$ cat src/rtl/branch_resolve_unit.sv
// Branch-resolution stage: evaluates the RISC-V conditional-branch funct3
// conditions, computes target / next PC, flags mispredictions and illegal
// funct3 codes, and keeps saturating branch / mispredict counters.
// One-deep result register with a valid/ready handshake and a flush input.
module branch_resolve_unit #(
    parameter int XLEN  = 32,
    parameter int CNT_W = 32
) (
    input  logic             clk,
    input  logic             rst,
    input  logic             flush,
    input  logic             in_valid,
    output logic             in_ready,
    input  logic [2:0]       in_op,
    input  logic [XLEN-1:0]  in_rs1,
    input  logic [XLEN-1:0]  in_rs2,
    input  logic [XLEN-1:0]  in_pc,
    input  logic [XLEN-1:0]  in_imm,
    input  logic             in_pred_taken,
    output logic             out_valid,
    input  logic             out_ready,
    output logic             out_taken,
    output logic [XLEN-1:0]  out_next_pc,
    output logic             out_mispredict,
    output logic             out_illegal,
    input  logic             cnt_clr,
    output logic [CNT_W-1:0] cnt_branches,
    output logic [CNT_W-1:0] cnt_mispredicts
);

    localparam logic [XLEN-1:0]  PC_STEP = {{(XLEN-3){1'b0}}, 3'b100};
    localparam logic [CNT_W-1:0] CNT_ONE = {{(CNT_W-1){1'b0}}, 1'b1};
    localparam logic [CNT_W-1:0] CNT_MAX = {CNT_W{1'b1}};

    // Saturating increment: sticks at all-ones instead of wrapping.
    function automatic logic [CNT_W-1:0] sat_inc(input logic [CNT_W-1:0] val);
        logic [CNT_W-1:0] res;
        if (val == CNT_MAX) begin
            res = val;
        end else begin
            res = val + CNT_ONE;
        end
        return res;
    endfunction

    logic             out_valid_r;
    logic             out_taken_r;
    logic [XLEN-1:0]  out_next_pc_r;
    logic             out_mispredict_r;
    logic             out_illegal_r;
    logic [CNT_W-1:0] cnt_branches_r;
    logic [CNT_W-1:0] cnt_mispredicts_r;

    logic             cond_s;
    logic             illegal_s;
    logic             taken_s;
    logic             mispredict_s;
    logic [XLEN-1:0]  target_s;
    logic [XLEN-1:0]  fall_s;
    logic [XLEN-1:0]  next_pc_s;
    logic             accept_s;
    logic             consume_s;

    // Ready is deliberately not gated by flush; flush only blocks acceptance.
    assign in_ready  = !out_valid_r || out_ready;
    assign accept_s  = in_valid && in_ready && !flush;
    assign consume_s = out_valid_r && out_ready && !flush;

    // Branch condition decode; reserved funct3 codes resolve not-taken.
    always_comb begin
        cond_s    = 1'b0;
        illegal_s = 1'b0;
        case (in_op)
            3'b000:  cond_s = (in_rs1 == in_rs2);
            3'b001:  cond_s = (in_rs1 != in_rs2);
            3'b100:  cond_s = ($signed(in_rs1) <  $signed(in_rs2));
            3'b101:  cond_s = ($signed(in_rs1) >= $signed(in_rs2));
            3'b110:  cond_s = (in_rs1 <  in_rs2);
            3'b111:  cond_s = (in_rs1 >= in_rs2);
            default: illegal_s = 1'b1;   // 010 and 011 are reserved
        endcase
    end

    // Target / fall-through arithmetic wraps modulo 2^XLEN.
    always_comb begin
        target_s     = in_pc + in_imm;
        fall_s       = in_pc + PC_STEP;
        taken_s      = cond_s && !illegal_s;
        mispredict_s = !illegal_s && (taken_s != in_pred_taken);
        if (taken_s) begin
            next_pc_s = target_s;
        end else begin
            next_pc_s = fall_s;
        end
    end

    // Output-valid state: flush beats accept, accept beats drain.
    always_ff @(posedge clk) begin
        if (rst) begin
            out_valid_r <= 1'b0;
        end else if (flush) begin
            out_valid_r <= 1'b0;
        end else if (accept_s) begin
            out_valid_r <= 1'b1;
        end else if (out_ready) begin
            out_valid_r <= 1'b0;
        end
    end

    // Result fields load only on accept so they stay stable under backpressure.
    always_ff @(posedge clk) begin
        if (rst) begin
            out_taken_r      <= 1'b0;
            out_next_pc_r    <= {XLEN{1'b0}};
            out_mispredict_r <= 1'b0;
            out_illegal_r    <= 1'b0;
        end else if (accept_s) begin
            out_taken_r      <= taken_s;
            out_next_pc_r    <= next_pc_s;
            out_mispredict_r <= mispredict_s;
            out_illegal_r    <= illegal_s;
        end
    end

    // Performance counters count consumed results; clear wins over increment.
    always_ff @(posedge clk) begin
        if (rst) begin
            cnt_branches_r    <= {CNT_W{1'b0}};
            cnt_mispredicts_r <= {CNT_W{1'b0}};
        end else if (cnt_clr) begin
            cnt_branches_r    <= {CNT_W{1'b0}};
            cnt_mispredicts_r <= {CNT_W{1'b0}};
        end else if (consume_s) begin
            if (!out_illegal_r) begin
                cnt_branches_r <= sat_inc(cnt_branches_r);
            end
            if (out_mispredict_r) begin
                cnt_mispredicts_r <= sat_inc(cnt_mispredicts_r);
            end
        end
    end

    assign out_valid       = out_valid_r;
    assign out_taken       = out_taken_r;
    assign out_next_pc     = out_next_pc_r;
    assign out_mispredict  = out_mispredict_r;
    assign out_illegal     = out_illegal_r;
    assign cnt_branches    = cnt_branches_r;
    assign cnt_mispredicts = cnt_mispredicts_r;

endmodule
$ cat config.mk
export PLATFORM = sky130hd
export DESIGN_NAME = branch_resolve_unit
export DESIGN_NICKNAME = d
export VERILOG_FILES = /design/src/rtl/branch_resolve_unit.sv
export SDC_FILE = /design/constraint.sdc
export NUM_CORES = 1
export LEC_CHECK = 0
export BUFFER_PORTS_ARGS = -buffer_cell sky130_fd_sc_hd__buf_2
export CORE_MARGIN = 3
export CORE_UTILIZATION = 40
export DETAILED_ROUTE_END_ITERATION = 10
export PLACE_DENSITY = 0.69
export SLEW_MARGIN = 20
export SYNTH_ARGS = -nofsm -noshare
export SYNTH_HDL_FRONTEND = slang
export SYNTH_SLANG_ARGS = --single-unit
$ cat constraint.sdc
create_clock -name clk -period 4.1 [get_ports clk]
set_clock_uncertainty 0.2 [all_clocks]
set_input_delay 0.41 -clock clk [delete_from_list [all_inputs] [get_ports clk]]
set_output_delay 0.41 -clock clk [all_outputs]
set_load 0.02 [all_outputs]
# == Yosys cells after proc, flatten, opt, wreduce, memory -nomap -nowiden ==
# Cells that the tools add are included.
# op_classes
add_sub_neg,4
mul,0
n_div,0
magnitude_cmp,4
eq_ne,10
n_shift,0
n_mux,5
bitwise_logic,3
n_reduce_logical,16
# op_table
cell,count
"adder 32 x 1 -> 32 bit, second input constant",2
"equality test 32 bit, second input constant",2
greater-or-equal comparator 32 bit,2
< comparator 32 bit,2
"adder 32 x 3 -> 32 bit, second input constant",1
adder 32 bit,1
equality test 32 bit,1
two-way mux 32 bit,1
inequality test 32 bit,1
"equality test 3 bit, second input constant",4
logical AND 1 bit,6
case mux 1 bit (6 select lines),1
AND reduction 3 bit,2
OR reduction 6 bit,1
OR reduction 2 bit,2
"equality test 3 x 1 -> 1 bit, second input constant",1
zero test 3 bit,1
two-way mux 1 bit,3
inverter 1 bit,3
zero test 1 bit,2
nonzero test 2 bit,1
logical OR 1 bit,1
inequality test 1 bit,1
# word_totals
register_bits,100
latchBits,0
ram_bits,0
rom_bits,0
inputBits,138
out_inout_bits,101
word_cells,49
n_memories,0

# == Longest topological paths before layout ==
# Gate-level depths: netlist of run 1.
# depth
word_depth,5
mapped_depth,13
mapped_depth_nobuf,12

# == Least setup slack after synthesis of run 1 ==
# OpenSTA, ideal clock, no wires.
# synth_path
path_type,input port to flip-flop
start,input port in_pc[17]
end,"register out_next_pc_r[28], in the netlist out_next_pc[28]"
setup_time_ns,0.070
arrival_ns,2.636
t_required_ns,3.830
path_slack_ns,1.194
cell_stages,11
path_buffers,1
path_cell_list,ha_1 -> buf_2 -> a2111oi_0 -> o21ai_1 -> a221oi_1 -> nand3_1 -> a211o_1 -> a21oi_1 -> xor2_1 -> a211o_1 -> a21oi_1
# synth_via
elab_chain_len,2
elab_cells_between_ends,3
classes_between,2 x add/sub; 1 x mux
# synth_rtl
element,line_no,text
start: declaration,17,"input logic [XLEN-1:0] in_pc,"
adder 32 x 3 -> 32 bit / adder 32 bit (equally long branches),"87, 86",
two-way mux 32 bit *,90,if (taken_s) begin
end signal: assignment,114,out_next_pc_r <= {XLEN{1'b0}};
end signal: assignment,119,out_next_pc_r <= next_pc_s;
end: declaration,48,logic [XLEN-1:0] out_next_pc_r;
# Mark *: on every way between the ends. The rest lies on a longest branch, timed or not.
# A chain may end at the register's enable or synchronous reset.

# == Worst setup path after layout of run 1 ==
# layout_path
start,input port in_pc[0]
end,"register out_next_pc_r[28], in the netlist out_next_pc[28]"
# Same word-level chain as after synthesis.

==> results of run 1 <==
## logic make-up after synthesis
kind of cell / Yosys count / share of synthesized area (%)
and+or+nand+nor: 389 / 25.8
muxes: 15 / 2.01
buffers and inverters: 82 / 4.63
xor gates and xnor gates: 98 / 11.5
adders and majority gates: 67 / 11.3
AOI/OAI and AO/OA: 199 / 18.0
DFF: 100 / 26.7
## cell type report
cell class                 instances  share of cell area [%]
clock buffer                       9                    2.46
clock inverter                     7                   0.765
inverter                          54                    2.21
multi-input combinational        768                    56.2
sequential                       100                    21.8
tap                              229                    3.13
timing repair buffer             243                    13.4
## layer usage
metal	wire (um)	global-route usage, %	vias up	part of all wire (%)
met5	0	0	-	0
met4	418	6.05	0	1.9
met3	1110	3.18	28	5.1
met2	10400	35.4	210	47
met1	10100	27.7	3587	46
li1	-	-	3858	-
## flip-flops by register name, summed over array words and instances (netlist names)
signal and count:
out_valid 1, cnt_branches 32, cnt_mispredicts 32, out_next_pc 32, out_taken 1, out_mispredict 1, out_illegal 1
## final timing paths
check / from / end / slack (ns)
worst max-delay path: in_pc[0] / out_next_pc[28] / 0.79
worst min-delay path: flush / out_valid / 0.09
worst max register to register: cnt_mispredicts[17] / cnt_mispredicts[29] / 1.33
worst min register to register: out_next_pc[9] / out_next_pc[9] / 0.25
## metrics by stage
| stage | hold WS (ns) | area (um^2) |
|---|---|---|
| 4_1_cts | 0.0667 | 9170 |
| 5_1_grt | 0.0906 | 9170 |
| 2_1_floorplan | 0.289 | 7490 |
| 3_3_place_gp | 0.233 | 8860 |
| 3_5_place_dp | 0.237 | 8870 |
| 6_report | 0.0927 | 9170 |
## power breakdown
group          switching (mW)  internal [mW]  leakage [nW]
sequential             0.0188          0.997         0.810
combinational           0.381          0.275          3.16
clock                   0.431          0.431         0.147
## cells in the final DEF (no fill, tap or decap), types with 3 or more instances in the layout
cell       synthesis  routed
buf_2              4     238
nor2_1           107     106
dfxtp_1          100     100
nand2_1           87      87
a21oi_1           66      66
ha_1              66      66
inv_1             54      54
nand3_1           50      50
xor2_1            49      49
xnor2_1           49      49
o21ai_0           44      44
nand4_1           27      27
and3_1            22      22
or3_1             18      18
nor3_1            15      15
mux2i_1           15      15
a211oi_1          11      11
nand2b_1          10      10
a21o_1            10      10
and4_1             9       9
clkbuf_16          0       9
or2_2              7       7
nor2b_1            6       6
o211ai_1           6       6
nor4_1             6       6
a31oi_1            5       5
and2_1             5       5
buf_4              1       5
nand3b_1           4       4
a221o_1            4       4
nor3b_1            5       4
a22o_1             4       4
o311ai_1           4       4
a211o_1            3       3
## worst max-delay path, delay by kind of cell
| family | cells | cell delay [ns] |
|---|---|---|
| compound gates | 6 | 1.61 |
| xor+xnor | 1 | 0.15 |
| fa+ha+maj | 2 | 0.59 |
| buf+inv | 2 | 0.16 |
| simple gates | 2 | 0.46 |
==> summary.md, run 1 <==
| Metric | Value |
|---|---|
| Iter 0 DRT Violations | `~370` |
| Final HPWL DP | `roughly 18,000 um` |
| DR vias | `roughly 7,700` |
| Cells after synthesis | `950` |
| Ys Warns | `0` |
| Area leader, netlist | `dfxtp_1` |
| Reg2Reg Depth | `9` |
| Post-layout minimum cycle time | `3.31 ns` |
| Post-route ant nets | `0` |
| Critical Path End Type | `register` |
| Final worst setup slack | `about 0.79 ns` |
| Fill count | `1,796` |
| Core Area | `approximately 18,000 um^2` |
| Final worst-path cycle share | `between 80% and 90%` |
| Vias in the first global route | `a little over 7,000` |
| DR pass1 iterations | `5` |
| Clock root buffer | `clkbuf_16` |
| IO buf count | `between 200 and 250` |
| Worst hold-check path type | `in2reg` |
| Post-synth EDFFs | `0` |
| Postcts setup bufs | `0` |
| Multi-input gate area | `roughly 5100 um^2` |
| Pleak | `a little over 4 nW` |
| Final setup fails | `0` |
| CTS tree | `done` |
| # clock sinks | `100` |
| Routed WL per cell | `between 15 and 20 um` |
| H-Tree Depth | `3` |
| Tot GR Track Use | `20.9%` |
| Starting Density | `between 40% and 50%` |
| Area occupied by registers | `around 2000 um^2` |
| Main synth FF type | `dfxtp_1` |
| Register area share after synthesis | `26.7%` |
| CP Cell Sequence | `buf_2 > ha_1 > inv_1 > fa_1 > nand2b_1 > a2111oi_0 > o21ai_0 > nand3_1 > a211o_1 > a21oi_1 > xor2_1 > a211o_1 > a21oi_1` |
| Syn Nets | `1,155` |
| Row count | `around 50` |
| CP Max Fanout | `5` |
| DP Cell Count | `around 1,400` |
| Layout cell share with drive strength beyond 1 | `between 20% and 30%` |
| DRC errors left | `0` |
| Mean Syn Cell Area | `between 7 and 8 um^2` |
| Util after Layout | `50.5%` |
| Worst path max stage delay | `0.66 ns` |
| Hold Vio Cnt, Final | `0` |
| Finished Layout Cells | `between 1,000 and 1,500` |
| Setup TNS | `0 ns` |
| Status | `finished clean` |
| Place WS | `~0.51 ns` |
| Clock Latency Late Sink | `roughly 0.35 ns` |
| CP Class | `in2reg` |
| DIE HEIGHT | `around 140 um` |
| Post-Syn Area | `7490 um^2` |
| Flops & latches, synth | `100` |
| Top post-synthesis cells by count | `nor2_1 (107), dfxtp_1 (100), nand2_1 (87)` |
| Tot Pwr | `roughly 2.5 mW` |
| Synth top area share | `26.7%` |
| Gpl congestion | `0.927` |
| Die Area | `between 20,000 and 25,000 um^2` |
| Async SR Flop Fraction | `0%` |
| Post-DR vias/cell | `5.45` |
| Most frequent cell after synthesis | `nor2_1` |
| # IOs | `239` |
| Slew headroom | `a little under two fifths` |
| Actual slew at the worst max-slew pin | `approximately 0.93 ns` |
| Clock-pin slew on the worst setup and hold paths | `roughly 0.080 ns` |
| Final nets | `between 1,000 and 1,500` |
| N_diodes | `0` |
| WHS Path Cells | `2` |
| Pwr dens | `about 280 nW/um^2` |
| Routed WL | `roughly 22,000 um` |
| Global-route wire length before repair | `between 30,000 and 40,000 um` |
| Yosys cell types | `77` |
| Post-cts resize count | `0` |
| Largest net degree at the start of global routing | `49` |
| Arrival @ worst endpoint | `~3.4 ns` |
| Crit path max-delay cell type | `a2111oi_0` |
| Slew Viols, Final | `0` |
| Cts hold-fix bufs | `0` |
| Synth area leaders | `dfxtp_1 (27%), ha_1 (11%), xnor2_1 (5.7%)` |
| Area delta synth->final | `22.4%` |
| Peak supply drop | `~0.19 mV` |
| Chip width | `around 140 um` |
| Initial antenna violation count | `0` |
| Clk buf depth | `2` |
| Setup crit start kind | `input port` |
| Unrepaired setup endpoints after global routing | `no` |
| Max cap viols | `0` |
| Total CTS buffers | `9` |
| CP Data Required Time | `~4.2 ns` |
| GR Overflow Total | `0` |
| Fmax | `a little over 300 MHz` |
(Power assumes the default switching activity.)
==> inputs of run 2 (changes only) <==
--- a/config.mk
+++ b/config.mk
@@ -5,11 +5,12 @@
 export SDC_FILE = /design/constraint.sdc
 export NUM_CORES = 1
 export LEC_CHECK = 0
+export ABC_AREA = 1
 export BUFFER_PORTS_ARGS = -buffer_cell sky130_fd_sc_hd__buf_2
 export CORE_MARGIN = 3
 export CORE_UTILIZATION = 40
 export DETAILED_ROUTE_END_ITERATION = 10
-export PLACE_DENSITY = 0.69
+export PLACE_DENSITY = 0.68
 export SLEW_MARGIN = 20
 export SYNTH_ARGS = -nofsm -noshare
 export SYNTH_HDL_FRONTEND = slang
==> constraint.sdc (replaced) <==
create_clock -name clk -period 3.3 [get_ports clk]
set_clock_uncertainty 0.2 [all_clocks]
set_input_delay 0.33 -clock clk [delete_from_list [all_inputs] [get_ports clk]]
set_output_delay 0.33 -clock clk [all_outputs]
set_load 0.02 [all_outputs]
==> summary.md, run 2 <==
| Metric | Value |
|---|---|
| Status | `finished clean` |
| Final nets | `1,878` |
| IO buf count | `238` |
| Pwr dens | `roughly 300 nW/um^2` |
| Die Area | `~24,000 um^2` |
| Actual slew at the worst max-slew pin | `~0.63 ns` |
| DRC errors left | `0` |
| Worst hold-check path type | `in2reg` |
| Yosys cell types | `between 40 and 50` |
| R2R setup slack | `approximately 0.59 ns` |
| # IOs | `~240` |
| Setup crit start kind | `register` |
| WHS Path Cells | `4` |
| Cells after synthesis | `roughly 1,400` |
| Routed WL per cell | `between 10 and 15 um` |
| Arrival @ worst endpoint | `roughly 2.7 ns` |
| Iter 0 DRT Violations | `652` |
| Worst r2r dst | `cnt_mispredicts[7]` |
| CP Data Required Time | `about 3.3 ns` |
| Synth top area share | `a little under a quarter` |
| Main synth FF type | `dfxtp_1` |
| Clock-pin slew on the worst setup and hold paths | `approximately 0.070 ns` |
| Fmax | `approximately 370 MHz` |
| Global-route wire length before repair | `between 40,000 and 50,000 um` |
| Post-DR vias/cell | `about 5.0` |
| Largest net degree at the start of global routing | `54` |
| Area leader, netlist | `dfxtp_1` |
| CP Cell Sequence | `ha_1 > inv_1 > nor4_1 > inv_1 > nor2_1 > nand3_1 > nand3_1 > nor2_1 > nand3_1 > nor2_1 > nand2_1 > o21ai_0 > a21oi_1` |
| CP Max Fanout | `11` |
| Post-Syn Area | `approximately 8900 um^2` |
| Starting Density | `around two fifths` |
| Chip width | `155 um` |
| Final HPWL DP | `about 23,000 um` |
| Async SR Flop Fraction | `0%` |
| Vias in the first global route | `between 8,000 and 9,000` |
| Most frequent cells in the layout | `nand2_1 (401), buf_2 (238), inv_1 (192)` |
| Top post-synthesis cells by count | `nand2_1 (401), inv_1 (192), nor2_1 (168)` |
| DR vias | `just under 10,000` |
| Worst path max stage delay | `0.37 ns` |
| Row count | `between 50 and 60` |
| Critical Path End Type | `register` |
| Syn Nets | `1,650` |
| Commonest non-fill, non-tap cell in the layout | `nand2_1` |
| H-Tree Depth | `3` |
| Clock root buffer | `clkbuf_16` |
| Post-layout minimum cycle time | `about 2.7 ns` |
| Post-route ant nets | `0` |
| CP delay by family, top | `simple AND/OR/NAND/NOR gates` |
| Post-cts resize count | `0` |
| Mean Syn Cell Area | `a little over 6 um^2` |
| DR pass1 iterations | `6` |
| Unrepaired setup endpoints after global routing | `no` |
| Ys Warns | `0` |
| Cell area after layout | `10,600 um^2` |
| Tot GR Track Use | `roughly 23%` |
| Routed WL | `around 28,000 um` |
| Reg2reg start | `cnt_mispredicts[0]` |
| Util after Layout | `around 50%` |
| Flops & latches, synth | `100` |
| Layout cell share with drive strength beyond 1 | `between 10% and 20%` |
| Reg2Reg Depth | `13` |
| Area delta synth->final | `19.7%` |
| Total CTS buffers | `9` |
| Gpl congestion | `a little under 1` |
| Core Area | `21,400 um^2` |
| Hold Vio Cnt, Final | `0` |
| Max cap viols | `0` |
| Clk buf depth | `2` |
| Post-synth EDFFs | `0` |
| Hold endpoint | `out_mispredict` |
| CTS tree | `done` |
| # clock sinks | `100` |
| Peak supply drop | `~0.23 mV` |
| DIE HEIGHT | `~150 um` |
| Clock Latency Late Sink | `approximately 0.34 ns` |
| Final setup fails | `0` |
| Crit path max-delay cell type | `dfxtp_1` |
| HP Start | `in_pred_taken` |
| Slew headroom | `just under 60%` |
| GR Overflow Total | `0` |
| Register area share after synthesis | `a little under a quarter` |
| CP Class | `reg2reg` |
| Setup TNS | `0 ns` |
| Final worst-path cycle share | `between 80 and 90%` |
| Cts hold-fix bufs | `1` |
| Synth area leaders | `dfxtp_1 (23%), nand2_1 (17%), ha_1 (9.3%)` |
| Postcts setup bufs | `0` |
| Critical path buffers and inverters | `2` |
| Initial antenna violation count | `0` |
| N_diodes | `0` |
| Area after DPL | `just over 10,000 um^2` |
| Pleak | `between 5 and 6 nW` |
| Most frequent cell after synthesis | `nand2_1` |
| Slew Viols, Final | `0` |
| Hold slack | `0.0829 ns` |
## run 2: changes by cell type in the layout (fill, tap and decap cells not counted), sizes merged, moves of 36 or more
cell | before | now
a21oi | 67 | 122
inv | 58 | 199
nand2 | 87 | 404
nand3 | 50 | 86
nor2 | 108 | 175
## run 2: layout make-up
type | count | area (um^2)
fillers | 2289 | 10800
repair buffers | 248 | 1270
clock inverters | 4 | 33.8
well taps | 275 | 344
clock buffers | 12 | 246
multi-input cells | 1115 | 5960
inverters | 199 | 747
flip-flops and latches | 100 | 2000
## run 2: per-layer routing
| layer | global-route usage [%] | vias to the layer above | share of wire, % |
|---|---|---|---|
| met5 | 0 | - | 0 |
| met1 | 31.0 | 4309 | 46 |
| li1 | - | 5108 | - |
| met2 | 37.5 | 317 | 46 |
| met3 | 2.27 | 40 | 5.5 |
| met4 | 6.64 | 0 | 2.3 |
## run 2: cells by family after synthesis
| family | count (synthesis) | share of synthesized area [%] |
|---|---|---|
| simple gates | 758 | 36.4 |
| buf+inv | 230 | 10.1 |
| compound gates | 199 | 12.3 |
| flops | 100 | 22.6 |
| xor+xnor | 91 | 9.00 |
| fa+ha+maj | 67 | 9.55 |
## run 2: power by group
group | switching [mW] | internal (mW)
logic | 0.583 | 0.343
registers | 0.0184 | 1.24
clock network | 0.476 | 0.539
## run 2: worst max path at each step
stage                             from                  to  slack [ns]  cells past startpoint
floorplan                     in_pc[0]     out_next_pc[20]        0.91                     14
global placement             in_rs2[7]     out_next_pc[14]        0.48                     18
detailed placement           in_rs2[7]     out_next_pc[14]        0.41                     18
CTS                 cnt_mispredicts[0]  cnt_mispredicts[7]        0.61                     13
global route        cnt_mispredicts[0]  cnt_mispredicts[7]        0.17                     13
finish              cnt_mispredicts[0]  cnt_mispredicts[7]        0.59                     13
## run 2: worst reg2reg max path: cells and delay by family, from the launching register on
kind	cells	cell delay [ns]
buf+inv	2	0.27
fa+ha+maj	1	0.25
compound gates	2	0.22
simple gates	8	1.28
flops	1	0.37
## run 2: per-stage QoR
stage | power [mW] | setup slack (ns) | cells
2_1_floorplan | 1.90 | 0.912 | 1445
6_report | 3.20 | 0.590 | 1953
3_5_place_dp | 2.20 | 0.411 | 1936
3_3_place_gp | 2.20 | 0.483 | 1936
5_1_grt | 3.40 | 0.171 | 1953
4_1_cts | 3.23 | 0.614 | 1953
